<file path="src/rtl/core_run_ctrl.sv">
// core_run_ctrl: reset sequencer and run watchdog for N_CHAN processor cores.
// Holds core resets, releases them staggered, then ends the run on all-halted or cycle budget.
module core_run_ctrl #(
    parameter int N_CHAN     = 1,
    parameter int RST_CYCLES = 5,
    parameter int STAGGER    = 0,
    parameter int RUN_CYCLES = 216,
    parameter int CNT_WIDTH  = 16,
    parameter int AUTO_START = 1
) (
    input  logic                 i_clk,
    input  logic                 i_rst,
    input  logic                 i_start,
    input  logic [N_CHAN-1:0]    i_halt,
    output logic [N_CHAN-1:0]    o_core_rst,
    output logic                 o_running,
    output logic                 o_done,
    output logic                 o_timeout,
    output logic [CNT_WIDTH-1:0] o_cycles,
    output logic [N_CHAN-1:0]    o_halted
);
    typedef enum logic [1:0] {IDLE, HOLD, RUN, FINISH} state_t;
    state_t state, state_nx;
    logic [CNT_WIDTH-1:0] rel_cnt;
    logic [N_CHAN-1:0] halt_q, rel_hit;
    logic all_halted, time_up, enter_hold, finishing;
    always_comb begin
        halt_q     = o_halted | (i_halt & ~o_core_rst);
        all_halted = &halt_q;
        time_up    = (RUN_CYCLES != 0) && (o_cycles == CNT_WIDTH'(RUN_CYCLES - 1));
        for (int k = 0; k < N_CHAN; k++)
            rel_hit[k] = rel_cnt == CNT_WIDTH'(RST_CYCLES - 1 + k * STAGGER);
        state_nx = state;
        unique case (state)
            IDLE:   state_nx = (AUTO_START != 0 || i_start) ? HOLD : IDLE;
            HOLD:   state_nx = rel_hit[0] ? RUN : HOLD;
            RUN:    state_nx = (all_halted || time_up) ? FINISH : RUN;
            FINISH: state_nx = i_start ? HOLD : FINISH;
        endcase
        enter_hold = (state_nx == HOLD) && (state != HOLD);
        finishing  = (state == RUN) && (state_nx == FINISH);
    end
    assign o_running = state == RUN;
    always_ff @(posedge i_clk) begin
        if (i_rst) state <= IDLE;
        else       state <= state_nx;
    end
    always_ff @(posedge i_clk) begin
        if (i_rst || enter_hold) begin
            o_core_rst <= '1;
            o_cycles   <= '0;
            o_halted   <= '0;
            o_done     <= 1'b0;
            o_timeout  <= 1'b0;
            rel_cnt    <= '0;
        end else if (state == HOLD || state == RUN) begin
            rel_cnt    <= (&rel_cnt) ? rel_cnt : rel_cnt + 1'b1;
            o_core_rst <= finishing ? '1 : (o_core_rst & ~rel_hit);
            if (state == RUN) begin
                o_halted  <= halt_q;
                o_cycles  <= (finishing || &o_cycles) ? o_cycles : o_cycles + 1'b1;
                // done has priority when the last halt lands on the budget cycle
                o_done    <= finishing && all_halted;
                o_timeout <= finishing && !all_halted;
            end
        end
    end
endmodule

</file>
<file path="config.mk">
export PLATFORM = sky130hd
export DESIGN_NAME = core_run_ctrl
export DESIGN_NICKNAME = d
export VERILOG_FILES = /design/src/rtl/core_run_ctrl.sv
export SDC_FILE = /design/constraint.sdc
export NUM_CORES = 1
export LEC_CHECK = 0
export ABC_AREA = 1
export CAP_MARGIN = 5
export CORE_MARGIN = 2
export CORE_UTILIZATION = 40
export DETAILED_ROUTE_END_ITERATION = 10
export DONT_BUFFER_PORTS = 1
export HOLD_SLACK_MARGIN = 0.02
export PLACE_DENSITY = 0.6
export SETUP_SLACK_MARGIN = 0.02
export SYNTH_ARGS = -nofsm -noshare
export SYNTH_HDL_FRONTEND = slang
export SYNTH_SLANG_ARGS = --single-unit
</file>
<file path="constraint.sdc">
create_clock -name i_clk -period 2.3 [get_ports i_clk]
set_input_delay 0.575 -clock i_clk [delete_from_list [all_inputs] [get_ports i_clk]]
set_output_delay 0.575 -clock i_clk [all_outputs]
set_load 0.01 [all_outputs]
</file>
==> flow_metrics.tcl <==
set metrics [dict create \
    cp.arrival_ps 2200 \
    status "finished clean" \
    min_path_cells 1 \
    io_buffers 0 \
    vias 2222 \
    drive_above_1_share_pct 17.0 \
    area_growth_syn_to_layout_pct 7.99 \
    synth_mux_area_share_pct 0 \
    cts_resized 0 \
    cpMostUsedCell "nand2_1" \
    place_hpwl_um 4380 \
    critPathLaunchType "flip-flop" \
    grt_pass1_wl_um 9600 \
    clockBufferDepth 2 \
    wirelength_um 5840 \
    cts.sinks 38 \
    p_comb_share_pct 5.7 \
    cp_data_required_time_ps 2500 \
    hold_buffers 0 \
    syn_area_per_cell_um2 6.98 \
    timing.rr.end "rel_cnt[2]$_SDFFE_PP0P_" \
    synth.top_cell.area_share_pct 31.0 \
    hold_end "state[1]$_SDFF_PP0_" \
    grt_max_degree 19 \
    fin_cells 434 \
    fin_hold_ws_ps 339 \
    p_leak_nw 0.946 \
    syn_inst 352 \
    synth_area_um2 2460 \
    post_cts_buffers 0 \
    final_area_um2 2650 \
    io_pins 25 \
    tritoncts "built" \
    worstHoldStart "i_rst" \
    fmax_mhz 500 \
    crit_type "flip-flop to flip-flop" \
    r2r_cells 13 \
    yosys.area.top_type "dfxtp_1" \
    hold_viol 0 \
    seqPwrFrac_pct 50.8 \
    slowest_stage "dfxtp_1" \
    synth-compound-area-share_pct 9.22 \
    worst_slew_pin_slew_ps 481 \
    drc 0 \
    cts_inserted_buffers 5 \
    setup_violations 0 \
    r2r_slack_ps 300 \
    grt-ovfl-total 0 \
    die-area_um2 6790 \
    cp_max_fo 16 \
    antenna_found_initial 0 \
    dr.pass1.iters 4 \
    synth_edf_count 0 \
    cpPeakStageDelay_ps 480 \
    clk_pin_slew_ps 80 \
    syn_nets 363 \
    max_cap_violations 0 \
    num_rows 28 \
    synth_cell_type_count 31 \
    ys_top_cells_by_area "dfxtp_1 (31%), nand2_1 (11%), nor2_1 (7.2%)" \
    clkLatencyLatePin_ps 290 \
    synthSimpleGateAreaFrac_pct 40.8 \
    synth_flop_cell "dfxtp_1" \
    diodes 0 \
    clkPwrFrac_pct 43.5 \
    ys_async_sr_fraction_pct 0 \
    placed_area_um2 2540 \
    final_util_pct 44.8 \
    final_antenna_net_count 0 \
    yosys_register_bits 38 \
    die_w_um 82.4 \
    core_um2 5920 \
    setup_tns_ps 0 \
    fin_nets 369 \
    max-slew-margin-rel_pct 67.7 \
    synth-seq-area-share_pct 31.0 \
    synth_top_family_by_area "simple AND/OR/NAND/NOR gates" \
    yosysWarnings 0 \
    grt.total_usage_pct 18.2 \
    synth-adder-area-share_pct 3.56 \
    rsz0062_at_grt "no" \
    power.internal_uw 999 \
    power_density_nw_per_um2 492 \
    dp_cells 426 \
    p_sw_uw 306 \
    htreeDepth 2 \
    cp-end-kind "flip-flop" \
    routedWlPerCell_um 13.5 \
    synth_most_common_cell "nand2_1" \
    crit_chain "ha_1, nand3_1, nor2_1, nand2_1, nand2_1, nand2_1, nand2_2, nand3_2, nand2_2, buf_4, inv_2, nand2_1, nor2_1" \
    grt_pass1_vias 2064 \
    slew_violations 0 \
    skew_ps 13.6 \
    first_iter_violations 91 \
    cp_top_family "simple AND/OR/NAND/NOR gates" \
    fin_crit_sh_pct 87.0 \
    die_y_um 82.4 \
    peakVddDrop_mv 0.335 \
    synthXorXnorAreaFrac_pct 5.70 \
    swShare_pct 23.5 \
    vias_per_cell 5.12 \
    min_period_ps 2000 \
    start_util_pct 41.5 \
    min_path_type "input pin to flip-flop" \
    path_buf_inv 2 \
    netlist_top_cells_count "nand2_1 (70), nor2_1 (47), inv_1 (41)" \
    root_buffer "clkbuf_8" \
    r2r_start "o_cycles[0]$_SDFFE_PP0P_" \
    place.gp.congestion 0.884 \
]
[layout make-up]
| cell class | instances | area, um^2 |
|---|---|---|
| Fill cell | 621 | 3270 |
| Multi-Input combinational cell | 260 | 1460 |
| Sequential cell | 38 | 761 |
| Inverter | 44 | 165 |
| Tap cell | 75 | 93.8 |
| Clock buffer | 5 | 68.8 |
| Timing Repair Buffer | 9 | 67.6 |
| Clock inverter | 3 | 40.0 |
[worst register-to-register path, delay by kind of cell, from the launching register on]
family / cells / cell delay, ps
AND/OR/NAND/NOR: 10 / 870
adder cells (fa/ha/maj): 1 / 250
buffers and inverters: 2 / 310
flip-flops: 1 / 480
[power groups by stage]
stage	registers (mW)	clock network, mW	logic [mW]
floorplan	0.678	0	0.0579
global placement	0.678	0	0.0749
detailed placement	0.678	0	0.0746
CTS	0.663	0.585	0.0747
global route	0.663	0.609	0.0828
finish	0.663	0.568	0.0745
[state kept, by name, indices dropped and copies added, names as in the netlist]
| register | cells |
|---|---|
| o_done | 1 |
| o_core_rst | 1 |
| state | 2 |
| o_halted | 1 |
| rel_cnt | 16 |
| o_cycles | 16 |
| o_timeout | 1 |
[worst max path at each step]
stage,start,end,cells after the start
after CTS,o_cycles[0]$_SDFFE_PP0P_,rel_cnt[2]$_SDFFE_PP0P_,13
after global placement,i_halt,o_cycles[0]$_SDFFE_PP0P_,8
after global routing,o_cycles[1]$_SDFFE_PP0P_,o_cycles[4]$_SDFFE_PP0P_,11
after floorplan,state[0]$_SDFF_PP0_,o_cycles[11]$_SDFFE_PP0P_,8
final,o_cycles[0]$_SDFFE_PP0P_,rel_cnt[2]$_SDFFE_PP0P_,13
after detailed placement,o_cycles[0]$_SDFFE_PP0P_,rel_cnt[2]$_SDFFE_PP0P_,13
[stage by stage]
stage | setup WS (ps) | total power [mW]
floorplan | 591 | 0.736
detailed placement | 343 | 0.753
finish | 299 | 1.31
CTS | 324 | 1.32
global route | 165 | 1.36
global placement | 364 | 0.753
[routing by layer]
layer / vias to the layer above / routed length, um / track usage [%]
li1: 1150 / - / -
met1: 1001 / 3030 / 26.6
met2: 60 / 2360 / 25.8
met3: 11 / 358 / 4.57
met4: 0 / 98 / 5.67
met5: - / 0 / 0
[placed cells by master (no fill, tap or decap), types with 2 or more instances in the layout]
| cell type | instances |
|---|---|
| nor3_1 | 12 |
| clkinv_2 | 2 |
| nand2_1 | 70 |
| nor2_4 | 2 |
| nand3_1 | 18 |
| ha_1 | 7 |
| inv_1 | 41 |
| a21oi_2 | 12 |
| nor3b_2 | 4 |
| a21oi_1 | 17 |
| xor2_1 | 15 |
| o21ai_0 | 3 |
| nor4_1 | 2 |
| inv_2 | 3 |
| nand3_2 | 2 |
| clkbuf_8 | 5 |
| dfxtp_1 | 38 |
| nand4_1 | 25 |
| buf_4 | 9 |
| nand2_2 | 14 |
| nor2_2 | 3 |
| nor2_1 | 47 |
[logic make-up after synthesis]
group,Yosys count
AOI/OAI and AO/OA,34
xor gates and xnor gates,16
adders and majority gates,7
buffers and inverters,54
DFF,38
and+or+nand+nor,203
(Power assumes the default switching activity.)
